[src/rtl/id_hazard_if.sv]
// id_hazard_if: decode-stage issue/hazard signal bundle between the ID stage
// (master) and the issue controller (slave).
interface id_hazard_if #(
    parameter int unsigned AW = 5
);
    logic          id_valid;
    logic [AW-1:0] rs1;
    logic          rs1_valid;
    logic [AW-1:0] rs2;
    logic          rs2_valid;
    logic [AW-1:0] rd;
    logic          rd_valid;
    logic          is_wfi;
    logic          ex_ready;
    logic          flush;
    logic          wb_valid;
    logic [AW-1:0] wb_rd;
    logic          irq_pend;
    logic          stallreq;
    logic          issue;
    logic          sleeping;
    logic          sb_busy;
    logic          sb_err;
    logic          fwd_rs1;
    logic          fwd_rs2;

    // ID stage / pipeline side
    modport master (
        output id_valid, rs1, rs1_valid, rs2, rs2_valid, rd, rd_valid, is_wfi,
        output ex_ready, flush, wb_valid, wb_rd, irq_pend,
        input  stallreq, issue, sleeping, sb_busy, sb_err, fwd_rs1, fwd_rs2
    );

    // issue controller side
    modport slave (
        input  id_valid, rs1, rs1_valid, rs2, rs2_valid, rd, rd_valid, is_wfi,
        input  ex_ready, flush, wb_valid, wb_rd, irq_pend,
        output stallreq, issue, sleeping, sb_busy, sb_err, fwd_rs1, fwd_rs2
    );
endinterface

[src/rtl/id_hazard_ctrl.sv]
// id_hazard_ctrl: decode-stage issue controller.
//  - per-register scoreboard of in-flight writes (x0 never tracked)
//  - RAW / counter-full stall generation, ID->EX issue
//  - WFI sequence: drain outstanding writes, sleep, wake on interrupt
// Optional feature macro: ID_HAZARD_BYPASS_EN
//  defined   : a RAW on a register whose last in-flight write is retiring this
//              cycle is waived and the source takes the WB bypass (fwd_rsX=1)
//  undefined : fwd_rs1/fwd_rs2 tied to 0, RAW clears the cycle after the count hits 0
module id_hazard_ctrl #(
    parameter int unsigned NREGS = 32,
    parameter int unsigned CNT_W = 2
) (
    input  logic        clk,
    input  logic        rst_n,
    id_hazard_if.slave  bus
);

    localparam int unsigned IW = $clog2(NREGS);
    localparam logic [CNT_W-1:0] CNT_MAX = {CNT_W{1'b1}};
    localparam logic [CNT_W-1:0] CNT_ONE = CNT_W'(1);

    typedef enum logic [1:0] {
        ST_RUN   = 2'd0,
        ST_DRAIN = 2'd1,
        ST_SLEEP = 2'd2
    } state_e;

    state_e           state_q, state_d;
    logic             wfi_done_q, wfi_done_d;
    logic             sb_err_q, sb_err_d;
    logic [CNT_W-1:0] cnt_q [NREGS];
    logic [CNT_W-1:0] cnt_d [NREGS];

    logic rs1_busy_c, rs2_busy_c;
    logic fwd1_c, fwd2_c;
    logic raw_c, full_c;
    logic in_run_c, wfi_retire_c;
    logic stall_c, issue_c;
    logic busy_c, busy_next_c;
    logic inc_c, dec_c, wb_zero_c, same_reg_c;

    // Hazard detection, stall and issue decisions for the instruction in ID
    always_comb begin
        busy_c = 1'b0;
        for (int unsigned i = 0; i < NREGS; i++) begin
            busy_c = busy_c | (cnt_q[IW'(i)] != '0);
        end

        rs1_busy_c = bus.rs1_valid && (bus.rs1 != '0) && (cnt_q[bus.rs1] != '0);
        rs2_busy_c = bus.rs2_valid && (bus.rs2 != '0) && (cnt_q[bus.rs2] != '0);

`ifdef ID_HAZARD_BYPASS_EN
        // Only the last outstanding write may be bypassed; older ones still stall.
        fwd1_c = bus.rs1_valid && (bus.rs1 != '0) && bus.wb_valid &&
                 (bus.wb_rd == bus.rs1) && (cnt_q[bus.rs1] == CNT_ONE);
        fwd2_c = bus.rs2_valid && (bus.rs2 != '0) && bus.wb_valid &&
                 (bus.wb_rd == bus.rs2) && (cnt_q[bus.rs2] == CNT_ONE);
`else
        fwd1_c = 1'b0;
        fwd2_c = 1'b0;
`endif

        raw_c  = (rs1_busy_c && !fwd1_c) || (rs2_busy_c && !fwd2_c);
        full_c = bus.rd_valid && (bus.rd != '0) && (cnt_q[bus.rd] == CNT_MAX);

        in_run_c = (state_q == ST_RUN);
        // First RUN cycle after a wake: the WFI still in ID leaves without stalling.
        wfi_retire_c = in_run_c && wfi_done_q && bus.is_wfi;

        stall_c = rst_n && bus.id_valid && !bus.flush && !wfi_retire_c &&
                  (raw_c || full_c || !bus.ex_ready || !in_run_c ||
                   (bus.is_wfi && in_run_c));
        issue_c = rst_n && bus.id_valid && !bus.flush && !stall_c && !bus.is_wfi;
    end

    // Scoreboard counter update and sticky write-back error
    always_comb begin
        sb_err_d = sb_err_q;
        for (int unsigned i = 0; i < NREGS; i++) begin
            cnt_d[IW'(i)] = cnt_q[IW'(i)];
        end

        inc_c      = issue_c && bus.rd_valid && (bus.rd != '0);
        dec_c      = bus.wb_valid && (bus.wb_rd != '0) && (cnt_q[bus.wb_rd] != '0);
        wb_zero_c  = bus.wb_valid && (bus.wb_rd != '0) && (cnt_q[bus.wb_rd] == '0);
        same_reg_c = inc_c && dec_c && (bus.rd == bus.wb_rd);

        // Issue and retire on the same register cancel out.
        if (inc_c && !same_reg_c) begin
            cnt_d[bus.rd] = cnt_q[bus.rd] + CNT_ONE;
        end
        if (dec_c && !same_reg_c) begin
            cnt_d[bus.wb_rd] = cnt_q[bus.wb_rd] - CNT_ONE;
        end
        if (wb_zero_c) begin
            sb_err_d = 1'b1;
        end

        busy_next_c = 1'b0;
        for (int unsigned i = 0; i < NREGS; i++) begin
            busy_next_c = busy_next_c | (cnt_d[IW'(i)] != '0);
        end
    end

    // WFI sequencer next state; a wake (not a flush) marks the WFI for retirement
    always_comb begin
        state_d    = state_q;
        wfi_done_d = 1'b0;
        unique case (state_q)
            ST_RUN: begin
                if (bus.id_valid && bus.is_wfi && !bus.flush && !wfi_done_q) begin
                    state_d = ST_DRAIN;
                end
            end
            ST_DRAIN: begin
                // Interrupt wins over sleeping: wake straight from the drain.
                if (bus.flush) begin
                    state_d = ST_RUN;
                end else if (bus.irq_pend) begin
                    state_d    = ST_RUN;
                    wfi_done_d = 1'b1;
                end else if (!busy_next_c) begin
                    state_d = ST_SLEEP;
                end
            end
            ST_SLEEP: begin
                if (bus.flush) begin
                    state_d = ST_RUN;
                end else if (bus.irq_pend) begin
                    state_d    = ST_RUN;
                    wfi_done_d = 1'b1;
                end
            end
            default: state_d = ST_RUN;
        endcase
    end

    // State, scoreboard and error flag registers
    always_ff @(posedge clk or negedge rst_n) begin
        if (!rst_n) begin
            state_q    <= ST_RUN;
            wfi_done_q <= 1'b0;
            sb_err_q   <= 1'b0;
            for (int unsigned i = 0; i < NREGS; i++) begin
                cnt_q[IW'(i)] <= '0;
            end
        end else begin
            state_q    <= state_d;
            wfi_done_q <= wfi_done_d;
            sb_err_q   <= sb_err_d;
            for (int unsigned i = 0; i < NREGS; i++) begin
                cnt_q[IW'(i)] <= cnt_d[IW'(i)];
            end
        end
    end

    // Outputs are forced low while reset is asserted
    assign bus.stallreq = stall_c;
    assign bus.issue    = issue_c;
    assign bus.sleeping = rst_n && (state_q == ST_SLEEP);
    assign bus.sb_busy  = rst_n && busy_c;
    assign bus.sb_err   = sb_err_q;
    assign bus.fwd_rs1  = rst_n && bus.id_valid && fwd1_c;
    assign bus.fwd_rs2  = rst_n && bus.id_valid && fwd2_c;

endmodule

[src/flat_wrapper.sv]
// flat-port wrapper written by rule: the top's interface ports become plain ports
module id_hazard_ctrl_flat 
#(
    parameter int unsigned NREGS = 32,
    parameter int unsigned CNT_W = 2
)
  (clk, rst_n, bus_id_valid, bus_rs1, bus_rs1_valid, bus_rs2, bus_rs2_valid, bus_rd, bus_rd_valid, bus_is_wfi, bus_ex_ready, bus_flush, bus_wb_valid, bus_wb_rd, bus_irq_pend, bus_stallreq, bus_issue, bus_sleeping, bus_sb_busy, bus_sb_err, bus_fwd_rs1, bus_fwd_rs2);
  id_hazard_if bus_i ();
  input  logic clk;
  input  logic rst_n;
  input wire logic [$bits(bus_i.id_valid)-1:0] bus_id_valid;
  input wire logic [$bits(bus_i.rs1)-1:0] bus_rs1;
  input wire logic [$bits(bus_i.rs1_valid)-1:0] bus_rs1_valid;
  input wire logic [$bits(bus_i.rs2)-1:0] bus_rs2;
  input wire logic [$bits(bus_i.rs2_valid)-1:0] bus_rs2_valid;
  input wire logic [$bits(bus_i.rd)-1:0] bus_rd;
  input wire logic [$bits(bus_i.rd_valid)-1:0] bus_rd_valid;
  input wire logic [$bits(bus_i.is_wfi)-1:0] bus_is_wfi;
  input wire logic [$bits(bus_i.ex_ready)-1:0] bus_ex_ready;
  input wire logic [$bits(bus_i.flush)-1:0] bus_flush;
  input wire logic [$bits(bus_i.wb_valid)-1:0] bus_wb_valid;
  input wire logic [$bits(bus_i.wb_rd)-1:0] bus_wb_rd;
  input wire logic [$bits(bus_i.irq_pend)-1:0] bus_irq_pend;
  output wire logic [$bits(bus_i.stallreq)-1:0] bus_stallreq;
  output wire logic [$bits(bus_i.issue)-1:0] bus_issue;
  output wire logic [$bits(bus_i.sleeping)-1:0] bus_sleeping;
  output wire logic [$bits(bus_i.sb_busy)-1:0] bus_sb_busy;
  output wire logic [$bits(bus_i.sb_err)-1:0] bus_sb_err;
  output wire logic [$bits(bus_i.fwd_rs1)-1:0] bus_fwd_rs1;
  output wire logic [$bits(bus_i.fwd_rs2)-1:0] bus_fwd_rs2;
  assign bus_i.id_valid = bus_id_valid;
  assign bus_i.rs1 = bus_rs1;
  assign bus_i.rs1_valid = bus_rs1_valid;
  assign bus_i.rs2 = bus_rs2;
  assign bus_i.rs2_valid = bus_rs2_valid;
  assign bus_i.rd = bus_rd;
  assign bus_i.rd_valid = bus_rd_valid;
  assign bus_i.is_wfi = bus_is_wfi;
  assign bus_i.ex_ready = bus_ex_ready;
  assign bus_i.flush = bus_flush;
  assign bus_i.wb_valid = bus_wb_valid;
  assign bus_i.wb_rd = bus_wb_rd;
  assign bus_i.irq_pend = bus_irq_pend;
  assign bus_stallreq = bus_i.stallreq;
  assign bus_issue = bus_i.issue;
  assign bus_sleeping = bus_i.sleeping;
  assign bus_sb_busy = bus_i.sb_busy;
  assign bus_sb_err = bus_i.sb_err;
  assign bus_fwd_rs1 = bus_i.fwd_rs1;
  assign bus_fwd_rs2 = bus_i.fwd_rs2;
  id_hazard_ctrl #(.NREGS(NREGS), .CNT_W(CNT_W)) u_core (.clk(clk), .rst_n(rst_n), .bus(bus_i));
endmodule
[config.mk]
export PLATFORM = sky130hd
export DESIGN_NAME = id_hazard_ctrl_flat
export DESIGN_NICKNAME = d
export VERILOG_FILES = /design/src/rtl/id_hazard_if.sv /design/src/rtl/id_hazard_ctrl.sv /design/src/flat_wrapper.sv
export SDC_FILE = /design/constraint.sdc
export NUM_CORES = 1
export LEC_CHECK = 0
export ABC_AREA = 0
export BUFFER_PORTS_ARGS = -buffer_cell sky130_fd_sc_hd__buf_4
export CAP_MARGIN = 30
export CORE_ASPECT_RATIO = 1.4
export CORE_MARGIN = 1.5
export CORE_UTILIZATION = 55
export DETAILED_ROUTE_END_ITERATION = 6
export PLACE_DENSITY = 0.73
export SYNTH_ARGS = -nofsm -noshare
export SYNTH_HDL_FRONTEND = slang
export SYNTH_SLANG_ARGS = --single-unit
export TNS_END_PERCENT = 30
[constraint.sdc]
create_clock -name clk -period 6 [get_ports clk]
set_input_delay 0.6 -clock clk [delete_from_list [all_inputs] [get_ports clk]]
set_output_delay 0.6 -clock clk [all_outputs]
set_load 0.005 [all_outputs]
== Word-level counts from Yosys, hierarchy flattened ==
Cells that the tools add are included.
Operators by class
  equality and inequality tests: 7
  reduce and logical (&&, ||, !) cells: 119
  $add $sub $neg: 2
  magnitude comparators: 6
  bitwise logic cells: 66
  multiplexer cells: 30
Operators by type and width (count)
  nonzero test 2 bit: 67
  bitwise mux 64 bit: 2
  two-way mux 64 bit: 2
  bitwise OR 1 bit: 62
  binary-select mux 2 bit (select 5 bit): 4
  two-way mux 2 bit: 16
  logical AND 1 bit: 31
  >= comparator 6 bit (second input constant): 4
  NOT 5 -> 6 bit: 4
  demux 2 bit (select 5 bit): 2
  nonzero test 5 bit: 4
  less-than comparator 6 x 1 -> 1 bit (second input constant): 2
  logical NOT 1 bit: 8
  case mux 2 bit (3 select lines): 1
  equality test 5 bit: 1
  logical OR 1 bit: 5
  equality test 2 bit (second input constant): 2
  logical NOT 2 bit: 2
  != test 4 bit (second input constant): 1
  two-way mux 1 bit: 3
  != test 3 bit (second input constant): 1
  AND reduction 3 bit: 1
  adder 2 x 1 -> 2 bit (second input constant): 1
  equality test 2 x 1 -> 1 bit (second input constant): 1
  3 further kinds: 3
Word-level totals
  register bits: 68
  logic and storage cells: 265

== Longest topological paths before layout ==
  depth after elaboration: 60
  depth in mapped cells: 22
  mapped depth without buffers: 18

== Worst setup path after synthesis ==
OpenSTA, ideal clock, no wires.
  kind: input -> register
  start point: input bus_wb_rd[0]
  end point: register u_core.state_q[0]
  cell stages on the path: 19
  arrival time: 6.016 ns
  setup slack: -0.143 ns
  buffers on the path: 3
  library setup time: 0.128 ns
  cell sequence: buf_2 > buf_2 > buf_1 > mux4_2 > a22o_1 > a221o_1 > a2111oi_0 > ha_1 > a211oi_1 > a31oi_1 > o2111ai_1 > nor4_1 > mux2i_1 > mux2i_1 > or4_1 > or4_1 > nor4_2 > a31oi_1 > mux2_1
RTL lines
  start: declaration: line flat_wrapper.sv:22  | input wire logic [$bits(bus_i.wb_rd)-1:0] bus_wb_rd;
  end signal: assignment: line id_hazard_ctrl.sv:148  | state_q <= state_d;
  end: declaration: line id_hazard_ctrl.sv:28  | state_e state_q, state_d;

== Final worst setup path ==
  start point: input bus_wb_rd[0]
  end point: register u_core.state_q[0]
Between the ends
  longest elaborated chain between the ends: 47
  elaborated cells between the ends (all ways): 88
RTL lines
  NOT 5 -> 6 bit (implied by the code): line id_hazard_ctrl.sv:84, id_hazard_ctrl.sv:93
  binary-select mux 2 bit (select 5 bit): line id_hazard_ctrl.sv:84, id_hazard_ctrl.sv:93
  two-way mux 2 bit (implied by the code) (2 in series): line id_hazard_ctrl.sv:84, id_hazard_ctrl.sv:93
  nonzero test 2 bit: line id_hazard_ctrl.sv:84  | dec_c = bus.wb_valid && (bus.wb_rd != '0) && (cnt_q[bus.wb_rd] != '0);
  logical AND 1 bit: line id_hazard_ctrl.sv:84
  logical AND 1 bit (2 in series): line id_hazard_ctrl.sv:86  | same_reg_c = inc_c && dec_c && (bus.rd == bus.wb_rd);
  logical NOT 1 bit: line id_hazard_ctrl.sv:89, id_hazard_ctrl.sv:92
  logical AND 1 bit: line id_hazard_ctrl.sv:89  | if (inc_c && !same_reg_c) begin
  two-way mux 64 bit: line id_hazard_ctrl.sv:89
  bitwise mux 64 bit: line id_hazard_ctrl.sv:93  | cnt_d[bus.wb_rd] = cnt_q[bus.wb_rd] - CNT_ONE;
  two-way mux 64 bit *: line id_hazard_ctrl.sv:92  | if (dec_c && !same_reg_c) begin
  nonzero test 2 bit: line id_hazard_ctrl.sv:101  | busy_next_c = busy_next_c | (cnt_d[IW'(i)] != '0);
  bitwise OR 1 bit (30 in series): line id_hazard_ctrl.sv:101
  bitwise OR 1 bit *: line id_hazard_ctrl.sv:101
  != test 4 bit (no source line) *
  AND reduction 3 bit (no source line) *
Every way passes the cells marked *; elsewhere a longest branch is shown, timed or not. The select of a mux whose other input is x is not followed.
A chain may end at the register's enable or synchronous reset.

==> results.toml <==
[finish]
drive_gt1_frac = 0.209
syn_to_final_growth_pct = 11.7
nFillCells = 997
final_net_count = 795

[floorplan]
ios = 38
core_area_um2 = 11800
die_area_um2 = 12800
rows = 47
chipHeight_um = 133
die_x_um = 96.0
start_util = 0.563

[grt]
grt_max_degree = 53
grt_pass1_wl_mm = 44.0
grt_use_met1 = 0.582
antenna_found_initial = 1
met3_usage = 0.172
grt.total_usage = 0.489
busiest_layer = "met2"
grt_overflow = 0
grt_pass1_vias = 6870
use_met2 = 0.721

[synth]
yosys.area.top_type = "dfrtp_1"
synth_compound_area_frac = 0.152
yosys.area_share.simple = 0.250
synthFlopType = "dfrtp_1"
yosysWarnings = 0
yosysMostFrequentCell = "mux2i_1"
synthAdderAreaFrac = 0.00940
synth_top_family_by_area = "multiplexers"
syn_avg_cell_area_um2 = 9.17
synth_xor_area_frac = 0.00790
ys_seq_elements = 68
syn_area_um2 = 6650
async_flop_share = 1.00
synth.mux.area_fraction = 0.278
synth_top_cell_area_share = 0.256
synth-edff-count = 0
synth_top_cells_by_count = "mux2i_1 (95), nor2_1 (72), dfrtp_1 (68)"
yosysSeqAreaShare = 0.256
syn_inst = 726
synthTopCellsByArea = "dfrtp_1 (26%), mux2i_1 (14%), mux4_2 (11%)"
synth_cell_types = 74

[sta]
setup-violations-final = 0
setup_tns_ps = 0
worst_pin_slew_ps = 1050
fmax_ghz = 0.173
finalMaxSlewViolations = 0
min_period_ps = 5790
slew_headroom = 0.301
period_share = 0.964
rsz0062_at_grt = "no"
final.setup_skew_ps = 11.2
final_hold_viol_count = 0

[clocking]
postCtsHoldBufs = 0
root_buffer = "clkbuf_16"
cts_sinks = 68
clk_pin_slew_worst_paths_ps = 60
cts_buffers = 9
cts_buffer_depth = 2
postCtsSetupRepairBufs = 0
cts_resized = 0
htreeDepth = 3
clk_latency_ps = 340
cts_tree = "yes"

[power_and_ir_drop]
finalPower_w = 0.00240
p_leak_nw = 3.14
ir_drop_mv = 0.160
powerDensity_nw_per_um2 = 324

[critical_path]
crit_path_start_kind = "primary input"
worstRegToRegCells = 17
arrival_ps = 6010
critPathKind = "in -> reg"
critPathCapture = "u_core.state_q[0]"
crit_fanout = 19
worstReg2RegStart = "u_core.cnt_q[17]"
regToRegEndpoint = "u_core.state_q[0]"
r2r_slack_ps = 280
required_ps = 6220
startpoint = "bus_wb_rd[0]"
end_kind = "register"

[routing]
route.detailed.drc = 1
wl_per_cell_um = 32.7
dr.pass1.iters = 7
ant_nets = 0
vias = 7118
wirelength_mm = 29.8
drt_iter0_drc = 1194
vias_per_cell = 7.80

[placed_design]
hpwl_mm = 21.9
io_buffers = 35
gp_congestion = 1.09

[status]
outcome = "complete, but fails checks"
violations = "DRC"

[run]
max_cap_violations = 0

[worst_hold_path]
hp-class = "in -> async"
how the worst min path moves through the flow:
stage,start,end,slack (ps),cells past startpoint
after floorplan,rst_n,u_core.bus.sb_err,300,0
after global placement,rst_n,u_core.wfi_done_q,500,1
after detailed placement,rst_n,u_core.wfi_done_q,510,1
after CTS,rst_n,u_core.wfi_done_q,140,1
after global routing,rst_n,u_core.wfi_done_q,160,1
final,rst_n,u_core.wfi_done_q,140,1
area by class of cell:
class,instances,area [µm²],share of cell area
Multi-Input combinational cell,593,4650,0.626
Sequential cell,68,1700,0.229
Timing Repair Buffer,75,561,0.0754
Clock buffer,10,239,0.0322
Tap cell,147,184,0.0247
Clock inverter,6,46.3,0.00623
Inverter,12,45.0,0.00606
Antenna cell,1,2.50,0.000337
flip-flops by register name, summed over array words and instances (netlist names):
signal,flops
u_core.cnt_q,64
u_core.bus.sb_err,1
u_core.state_q,2
u_core.wfi_done_q,1
cells in the final DEF (no fill, tap or decap), types with 4 or more instances in the layout:
cell | synthesis | final
nand4_1 | 11 | 11
ha_1 | 5 | 5
a22o_1 | 6 | 6
mux2i_1 | 95 | 95
mux4_2 | 32 | 32
nand2_1 | 57 | 57
a21boi_0 | 5 | 5
and3b_1 | 4 | 4
nand3_1 | 18 | 18
inv_1 | 9 | 9
buf_4 | 6 | 74
o2111ai_1 | 14 | 14
and2_1 | 8 | 8
nor4b_1 | 5 | 5
a22oi_1 | 14 | 14
a21oi_1 | 36 | 35
a31oi_1 | 4 | 4
nor2b_1 | 8 | 8
nor4_4 | 5 | 5
a211oi_1 | 6 | 6
nor4_1 | 23 | 23
nor2_1 | 72 | 72
mux2_2 | 14 | 14
nor3b_1 | 14 | 14
o21ai_1 | 4 | 4
nand2b_1 | 4 | 4
dfrtp_1 | 68 | 68
clkbuf_16 | 0 | 9
and3_1 | 8 | 8
xor2_1 | 6 | 6
nand3b_1 | 7 | 7
o211ai_1 | 4 | 4
nor3_1 | 32 | 32
o21ai_0 | 14 | 14
or3_1 | 5 | 5
critical path, stage by stage:
cell       delay, ps
buf_4            240
mux4_2           540
a22o_1           250
a221o_1          260
a2111oi_0        590
ha_1             320
a211oi_1          80
and3_1           170
o2111ai_1        190
nor4_4            50
buf_4            270
nor3_1           740
nand2_1          350
nand3_1          210
o2111ai_1        190
a2111oi_4        440
a31oi_1          150
mux2_1           320
logic make-up after synthesis:
| logic type | Yosys count |
|---|---|
| compound gates | 139 |
| xor+xnor | 6 |
| fa+ha+maj | 5 |
| buf+inv | 66 |
| flops | 68 |
| mux | 143 |
| other cells | 1 |
| simple gates | 298 |
per-layer routing:
metal	part of all wire	up-vias
li1	-	2865
met1	0.33	3338
met3	0.14	232
met4	0.10	0
met2	0.43	683
met5	0	-
stage by stage:
step	hold WS [ps]	std cells	area (µm²)	util	worst slack, ps
after floorplan	304	727	6660	-	95.9
after global placement	500	894	7140	0.604	209
after detailed placement	506	894	7140	0.604	150
after CTS	141	910	7420	0.628	474
after global routing	161	912	7430	0.629	136
final	140	912	7430	0.629	214
where the power goes:
group	internal, W	switching (W)	total [W]
combinational	0.000424	0.000657	0.00108
sequential	0.000564	0.000235	0.000798
clock	0.000294	0.000231	0.000525
No activity file was read; power rests on OpenSTA's default activity.
